### src/rtl/conv_tap_pkg.sv
// Shared widths, FSM state type, stage-1 payload and saturation helper for the 3x3 tap accumulator.
package conv_tap_pkg;

  localparam int unsigned DATA_W    = 8;
  localparam int unsigned WGT_W     = 8;
  localparam int unsigned ACC_W     = 20;
  localparam int unsigned OUT_W     = 16;
  localparam int unsigned NUM_TAPS  = 9;
  localparam int unsigned TAP_LAST  = NUM_TAPS - 1;
  localparam int unsigned TAP_IDX_W = 4;
  localparam int unsigned PROD_W    = DATA_W + WGT_W;

  localparam logic signed [ACC_W-1:0] SAT_MAX = ACC_W'((1 << (OUT_W - 1)) - 1);
  localparam logic signed [ACC_W-1:0] SAT_MIN = ~SAT_MAX;

  typedef enum logic {
    IDLE  = 1'b0,
    ACCUM = 1'b1
  } conv_state_e;

  // Registered multiplier result travelling from MUL to ACC.
  typedef struct packed {
    logic                     first;
    logic                     last;
    logic signed [PROD_W-1:0] prod;
  } mul_stage_t;

  function automatic logic signed [OUT_W-1:0] saturate(input logic signed [ACC_W-1:0] acc);
    logic signed [OUT_W-1:0] res;
    if (acc > SAT_MAX) begin
      res = SAT_MAX[OUT_W-1:0];
    end else if (acc < SAT_MIN) begin
      res = SAT_MIN[OUT_W-1:0];
    end else begin
      res = acc[OUT_W-1:0];
    end
    return res;
  endfunction

endpackage

### src/rtl/conv_tap_mac.sv
// Weight register file plus two-stage multiply/accumulate pipeline; the final sum is
// presented combinationally on the last-tap beat so the output register can capture it.
module conv_tap_mac
  import conv_tap_pkg::*;
(
  input  logic                        clk,
  input  logic                        rst,
  input  logic                        wgt_we,
  input  logic [TAP_IDX_W-1:0]        wgt_addr,
  input  logic signed [WGT_W-1:0]     wgt_data,
  input  logic                        tap_en,
  input  logic                        tap_first,
  input  logic                        tap_last,
  input  logic [TAP_IDX_W-1:0]        tap_idx,
  input  logic signed [DATA_W-1:0]    pix_data,
  input  logic                        flush,
  output logic                        s1_valid,
  output logic                        result_valid_c,
  output logic signed [ACC_W-1:0]     result_c
);

  logic signed [WGT_W-1:0]  wgt [NUM_TAPS];
  logic signed [WGT_W-1:0]  wgt_sel;
  logic signed [PROD_W-1:0] prod_c;
  logic signed [ACC_W-1:0]  acc;
  logic signed [ACC_W-1:0]  acc_sum;
  mul_stage_t               s1;

  always_comb begin
    wgt_sel = '0;
    if (tap_idx <= TAP_IDX_W'(TAP_LAST)) begin
      wgt_sel = wgt[tap_idx];
    end
    prod_c = pix_data * wgt_sel;
  end

  // Weight writes land on the same edge that stage 1 reads, so a colliding tap sees the old weight.
  always_ff @(posedge clk or posedge rst) begin
    if (rst) begin
      for (int i = 0; i < int'(NUM_TAPS); i++) begin
        wgt[i] <= '0;
      end
    end else if (wgt_we && (wgt_addr <= TAP_IDX_W'(TAP_LAST))) begin
      wgt[wgt_addr] <= wgt_data;
    end
  end

  always_ff @(posedge clk or posedge rst) begin
    if (rst) begin
      s1_valid <= 1'b0;
      s1       <= '0;
    end else begin
      s1_valid <= tap_en && !flush;
      if (tap_en) begin
        s1.first <= tap_first;
        s1.last  <= tap_last;
        s1.prod  <= prod_c;
      end
    end
  end

  always_comb begin
    acc_sum = s1.first ? ACC_W'(s1.prod) : acc + ACC_W'(s1.prod);
    result_valid_c = s1_valid && s1.last;
    result_c       = acc_sum;
  end

  // A discarded sequence zeroes the partial sum; tap 0 reloads it regardless.
  always_ff @(posedge clk or posedge rst) begin
    if (rst) begin
      acc <= '0;
    end else if (flush) begin
      acc <= '0;
    end else if (s1_valid) begin
      acc <= acc_sum;
    end
  end

endmodule

### src/rtl/conv3x3_tap_accumulator.sv
// 3x3 convolution tap accumulator: tap-order FSM, saturation and single-entry valid/ready output.
// Build option CONV_RELU_EN clamps negative saturated results to zero.
module conv3x3_tap_accumulator
  import conv_tap_pkg::*;
(
  input  logic                  clk,
  input  logic                  rst,
  input  logic                  wgt_we,
  input  logic [TAP_IDX_W-1:0]  wgt_addr,
  input  logic [WGT_W-1:0]      wgt_data,
  input  logic                  tap_valid,
  input  logic [TAP_IDX_W-1:0]  tap_idx,
  input  logic [DATA_W-1:0]     pix_data,
  output logic                  out_valid,
  input  logic                  out_ready,
  output logic [OUT_W-1:0]      out_data,
  output logic                  busy,
  output logic                  seq_err,
  output logic                  ovf_err
);

  conv_state_e              state;
  conv_state_e              state_next;
  logic [TAP_IDX_W-1:0]     exp_idx;
  logic [TAP_IDX_W-1:0]     exp_next;
  logic                     tap_accept;
  logic                     tap_first;
  logic                     tap_last;
  logic                     seq_bad;
  logic                     flush;
  logic                     s1_valid;
  logic                     result_valid_c;
  logic signed [ACC_W-1:0]  result_c;
  logic signed [OUT_W-1:0]  sat_c;
  logic [OUT_W-1:0]         out_res_c;
  logic                     out_load;
  logic                     out_drop;

  conv_tap_mac u_mac (
    .clk            (clk),
    .rst            (rst),
    .wgt_we         (wgt_we),
    .wgt_addr       (wgt_addr),
    .wgt_data       (wgt_data),
    .tap_en         (tap_accept),
    .tap_first      (tap_first),
    .tap_last       (tap_last),
    .tap_idx        (tap_idx),
    .pix_data       (pix_data),
    .flush          (flush),
    .s1_valid       (s1_valid),
    .result_valid_c (result_valid_c),
    .result_c       (result_c)
  );

  // Sequence checking: tap 0 always (re)starts, otherwise only the expected tap is accepted.
  always_comb begin
    state_next = state;
    exp_next   = exp_idx;
    tap_accept = 1'b0;
    tap_first  = 1'b0;
    tap_last   = 1'b0;
    seq_bad    = 1'b0;
    flush      = 1'b0;
    if (tap_valid) begin
      if (tap_idx == '0) begin
        tap_accept = 1'b1;
        tap_first  = 1'b1;
        state_next = ACCUM;
        exp_next   = TAP_IDX_W'(1);
        seq_bad    = (state == ACCUM);
      end else if ((state == ACCUM) && (tap_idx == exp_idx)) begin
        tap_accept = 1'b1;
        exp_next   = exp_idx + TAP_IDX_W'(1);
        if (tap_idx == TAP_IDX_W'(TAP_LAST)) begin
          tap_last   = 1'b1;
          state_next = IDLE;
        end
      end else begin
        seq_bad    = 1'b1;
        flush      = (state == ACCUM);
        state_next = IDLE;
      end
    end
  end

  always_comb begin
    sat_c = saturate(result_c);
`ifdef CONV_RELU_EN
    out_res_c = sat_c[OUT_W-1] ? '0 : sat_c;
`else
    out_res_c = sat_c;
`endif
    out_load = result_valid_c && (!out_valid || out_ready);
    out_drop = result_valid_c && out_valid && !out_ready;
  end

  always_ff @(posedge clk or posedge rst) begin
    if (rst) begin
      state     <= IDLE;
      exp_idx   <= '0;
      busy      <= 1'b0;
      seq_err   <= 1'b0;
      ovf_err   <= 1'b0;
      out_valid <= 1'b0;
      out_data  <= '0;
    end else begin
      state   <= state_next;
      exp_idx <= exp_next;
      busy    <= (state_next == ACCUM) || tap_accept;
      if (seq_bad) begin
        seq_err <= 1'b1;
      end
      if (out_drop) begin
        ovf_err <= 1'b1;
      end
      if (out_load) begin
        out_valid <= 1'b1;
        out_data  <= out_res_c;
      end else if (out_ready) begin
        out_valid <= 1'b0;
      end
    end
  end

endmodule

### config.mk
export PLATFORM = sky130hd
export DESIGN_NAME = conv3x3_tap_accumulator
export DESIGN_NICKNAME = d
export VERILOG_FILES = /design/src/rtl/conv_tap_pkg.sv /design/src/rtl/conv_tap_mac.sv /design/src/rtl/conv3x3_tap_accumulator.sv
export SDC_FILE = /design/constraint.sdc
export NUM_CORES = 1
export LEC_CHECK = 0
export ABC_CLOCK_PERIOD_IN_PS = 7100
export CORE_UTILIZATION = 40
export DETAILED_ROUTE_END_ITERATION = 7
export PLACE_DENSITY = 0.61
export RECOVER_POWER = 50
export REMOVE_ABC_BUFFERS = 1
export SYNTH_ARGS = -nofsm -noshare
export SYNTH_HDL_FRONTEND = slang
export SYNTH_HIERARCHICAL = 1
export SYNTH_SLANG_ARGS = --single-unit
export TNS_END_PERCENT = 100
### constraint.sdc
create_clock -name clk -period 7.1 [get_ports clk]
set_input_delay 1.42 -clock clk [delete_from_list [all_inputs] [get_ports clk]]
set_output_delay 1.42 -clock clk [all_outputs]
set_load 0.005 [all_outputs]
# Word-level counts from Yosys, hierarchy flattened
# Cells that the tools add are included.
# W data, S select, Z words.
# word_totals
reg_bits	136
wordCells	88
inputBits	29
output_inout_bits	20
# op_classes
order_cmp	7
n_bitwise	2
n_eq_ne	2
n_mux	35
n_addsub	2
multipliers	1
reduce_logical	18
# op_table
op	count
$bwmux W72	1
$mux W20	3
$bmux W8 S4	1
$demux W8 S4	1
$mux W16	2
$mux W8	4
$mux W1	21
$add A20 B16 Y20	1
$gt A20 B16 Y1 const B	1
$lt A20 B16 Y1 const B	1
$mul A8 B8 Y16	1
$ge A5 B5 Y1 const B	2
$not A4 Y5	2
$le A4 B4 Y1 const B	2
$logic_and A1 B1 Y1	8
$mux W4	2
$reduce_bool A2 Y1	3
$lt A5 B1 Y1 const B	1
$add A4 B1 Y4 const B	1
$eq A4 B4 Y1	1
$eq A4 B4 Y1 const B	1
$logic_not A4 Y1	1
$logic_not A1 Y1	3
$logic_or A1 B1 Y1	2
$reduce_and A2 Y1	1

# Longest topological paths before layout
# depth
depth_word	7
mapped_depth	22
ltp_nobuf	21

# Hierarchy
# Netlist, hierarchy kept.
# modules_own_cells
module	cells_each	area_each_um2	seq_area_each_um2	n_inst
conv_tap_mac	788	8423.1	2777.7	1
conv3x3_tap_accumulator	128	1216.2	625.6	1

# Least setup slack after synthesis
# OpenSTA, ideal clock, no wires.
# synth_timing
kind	input port to flip-flop
start	input tap_idx[0]
end	register u_mac/s1[15] (netlist bit)
path_stages	20
path_slack_ns	0.328
t_arrival_ns	6.636
t_required_ns	6.964
n_path_buf	2
cell_sequence	buf_2 > buf_4 > nor4b_2 > a21oi_2 > or2_2 > fa_1 > fa_1 > inv_1 > fa_1 > inv_1 > fa_1 > inv_1 > ha_1 > o21ai_0 > nor2_1 > or4_4 > a211o_2 > o31ai_4 > xnor2_1 > mux2i_1
# synth_via
elab_chain_len	6
# synth_rtl
item	line	rtl
from (decl)	conv3x3_tap_accumulator.sv:12	input logic [TAP_IDX_W-1:0] tap_idx,
$not A4 Y5 (not written as such)	conv_tap_mac.sv:32	wgt_sel = wgt[tap_idx];
$bmux W8 S4	conv_tap_mac.sv:32	
$mux W8 (not written as such) (2 in series)	conv_tap_mac.sv:32	
$mux W8	conv_tap_mac.sv:31	if (tap_idx <= TAP_IDX_W'(TAP_LAST)) begin
$mul A8 B8 Y16	conv_tap_mac.sv:34	prod_c = pix_data * wgt_sel;
to (decl)	conv_tap_mac.sv:27	mul_stage_t s1;
# Several ways; a longest one is shown, not always the timed one. The select of a mux whose other input is x is not followed.
# A chain may end at the register's enable or synchronous reset.

# Worst setup path after layout
# Ends and elaborated chain as after synthesis.

==> reports/results.txt <==
Clk pin slew, worst setup/hold paths = 0.06 ns
Status = finished with violations
DR pass1 iterations = 6
Die width = 157 um
Critical Path AT = 7.09 ns
Area of the core = 23,500 sq um
# hold bufs at CTS = 0
CP Buf/Inv Count = 4
Most common cell after layout, fill and taps aside = dfrtp_1
Pins Over Slew Limit = 114
Hold depth = 2
Final min period = 6.80 ns
DP Cell Count = 1,289
Synth-to-layout area growth = 16.8%
Post-synth cell types = 65
Top post-synthesis cells by area = dfrtp_1 (35%), fa_1 (12%), mux2_2 (10%)
CTS tree = built
Vias in the first global route = 6,929
Setup crit end kind = register
Row count = 56
Die area = 24,700 sq um
Delay-heaviest family, CP = adder cells
RR Endpoint = u_mac/s1[15]
Peak VDD IR = 0.159 mV
Tcrit/Tclk final = 95.8%
Residual DRC = 0
Routed wire per std cell = 15.4 um
Diode count = 0
CP max FO = 18
GRT overflow = 0
HPWL Detailed = 15,300 um
Starting Density = 40.9%
CTS Sinks = 136
Via Count = 6,709
Final std cells w/o fill = 1,321
H-tree levels = 4
Relative slew slack = -26.8%
Hold Startpoint = out_data[9]
Worst min-delay path class = register to register
Flop-to-flop setup slack = 1.65 ns
Final hold vios = 0
Largest net degree at the start of global routing = 73
F_max = 0.147 GHz
Avg Synthesized Cell Area = 10.5 sq um
Violated checks = capacitance limit, slew limit
Worst setup SP type = input pin
Final setup fails = 0
Die height = 157 um
DP Area = 10,700 sq um
Critical Path, Cell by Cell = clkdlybuf4s50_1 -> buf_12 -> mux4_2 -> mux2i_1 -> o21ai_0 -> and2_1 -> fa_1 -> fa_1 -> fa_1 -> inv_1 -> fa_1 -> inv_1 -> ha_1 -> o21a_1 -> o21a_1 -> and3_1 -> a211o_2 -> o31ai_4 -> xnor2_1 -> mux2i_1
Initial antenna violation count = 0
Measured slew at the worst slew-check pin = 1.89 ns
ANT nets after route = 0
Final net count = 1,123
First-pass GRT wire length = 34,800 um
Critical path's slowest cell = fa_1
Setup TNS Final = 0 ns
Design Area, Final = 11,300 sq um
Main synth FF type = dfrtp_1
Biggest area consumer among synthesized cells = dfrtp_1
Cell mode on critical path = fa_1
Share of post-route cells with drive strength above 1 = 19.1%
Cell count after synthesis = 916
RR Startpoint = u_mac/wgt[13]
Postcts setup bufs = 0
RePlAce Congestion = 0.820
Worst skew pair latency = 0.42 ns
Pwr/cell area = 359 nW/um^2
CTS Buf Count = 17
Top Ports = 49
Synth top area share = 35.3%
Commonest cells after routing, fill and taps aside = dfrtp_1 (136), inv_1 (102), mux2_2 (86)
GRT Overall Usage = 18.0%
# fillers = 2,242
Worst Skew = 0.0155 ns
Number of DRC markers in iteration 0 = 184
Root Driver = clkbuf_16
LEAKAGE = 5.21 nW
PnR Total Power = 0.00405 W
WHS Endpoint = out_data[9]
Port bufs = 48
Max-Cap Viols = 2
Clk buf depth = 2
Yosys reg bits = 136
RSZ-0062 raised after global routing = no
Via-to-Cell Ratio = 5.08
R2R cell count = 18
WL final = 20,300 um
Setup CP Type = input pin to register
Post-synthesis sequential area ratio = 35.3%
Slowest stage delay, CP = 0.54 ns
Synth warn = 6
Mapped Area = 9640 sq um
CP required = 7.39 ns
Post-synth EDFFs = 0
Post-cts resize count = 0
FFs w/ async S/R, synth = 100%
-- registers in the layout, indices dropped and copies added, names as in the netlist, 4 cells and up --
signal	flops
u_mac/wgt	72
u_mac/acc	20
u_mac/s1	18
out_data	16
exp_idx	4
-- report_power, final --
part	switching [W]	internal [W]	total, W	leakage, nW
clock	0.000376	0.000495	0.000871	0.280
combinational	0.00110	0.000976	0.00208	3.23
sequential	0.000132	0.000964	0.00110	1.71
-- tightest hold or removal path, stage by stage (launching register included) --
cell	delay, ns
dfrtp_1	0.34
nand2_1	0.04
o21ai_0	0.05
-- area by class of cell --
class	count	area [sq um]	share of cell area (%)
clock buffer	17	425	3.78
inverter	103	388	3.44
sequential	136	3400	30.2
tap	319	399	3.54
clock inverter	15	151	1.34
timing repair buffer	84	782	6.94
multi-input combinational	647	5710	50.7
-- layer usage --
metal,share of wire (%),GRT usage (%),up-vias
met5,0,0,-
met4,2.0,6.29,0
met3,2.6,2.78,27
met2,50,31.1,84
met1,46,22.8,3313
li1,-,-,3285
-- worst max path at each step --
stage / start / endpoint / slack, ns / depth (start not counted)
after floorplan: tap_idx[1] / u_mac/s1[15] / 0.68 / 18
after global placement: tap_idx[0] / u_mac/s1[15] / -0.05 / 20
after detailed placement: tap_idx[0] / u_mac/s1[15] / -0.11 / 20
after CTS: tap_idx[0] / u_mac/s1[15] / 0.31 / 20
after global routing: tap_idx[0] / u_mac/s1[15] / 0.07 / 20
final: tap_idx[0] / u_mac/s1[15] / 0.30 / 20
-- synthesized netlist by cell type, types with 3 or more instances --
library cell	number
o22ai_1	3
and2_1	43
o21a_1	17
nand4_1	7
nor3b_1	3
nor2b_1	3
fa_1	56
buf_1	3
mux2_2	86
ha_1	49
xor2_1	8
xnor2_2	4
nand3_1	11
xnor2_1	21
or4_1	3
nor3_1	10
buf_2	5
or3_1	3
a31oi_1	3
nand3b_1	5
mux2i_1	14
a21o_1	13
nand2b_1	4
nand2_1	70
a21oi_1	25
o21bai_1	6
nor2_1	59
o21ai_1	6
nor4_1	3
o21ai_0	53
inv_1	103
dfrtp_1	136
clkbuf_1	21
or2_2	4
mux4_2	16
a211oi_1	4
-- through the flow --
stage | util (%) | hold WS, ns | setup slack, ns
2_1_floorplan | - | 0.467 | 0.676
3_3_place_gp | 45.5 | 0.460 | -0.0547
3_5_place_dp | 45.5 | 0.469 | -0.115
4_1_cts | 47.9 | 0.483 | 0.305
5_1_grt | 47.8 | 0.496 | 0.0735
6_report | 47.8 | 0.469 | 0.299
-- logic make-up after synthesis --
family	Yosys count	share of synthesized area (%)
and+or+nand+nor	239	12.5
AOI/OAI and AO/OA	154	10.3
DFF	136	35.3
buffers and inverters	133	5.28
muxes	116	15.2
adders and majority gates	105	18.0
xor gates and xnor gates	33	3.31
(Power assumes the default switching activity.)
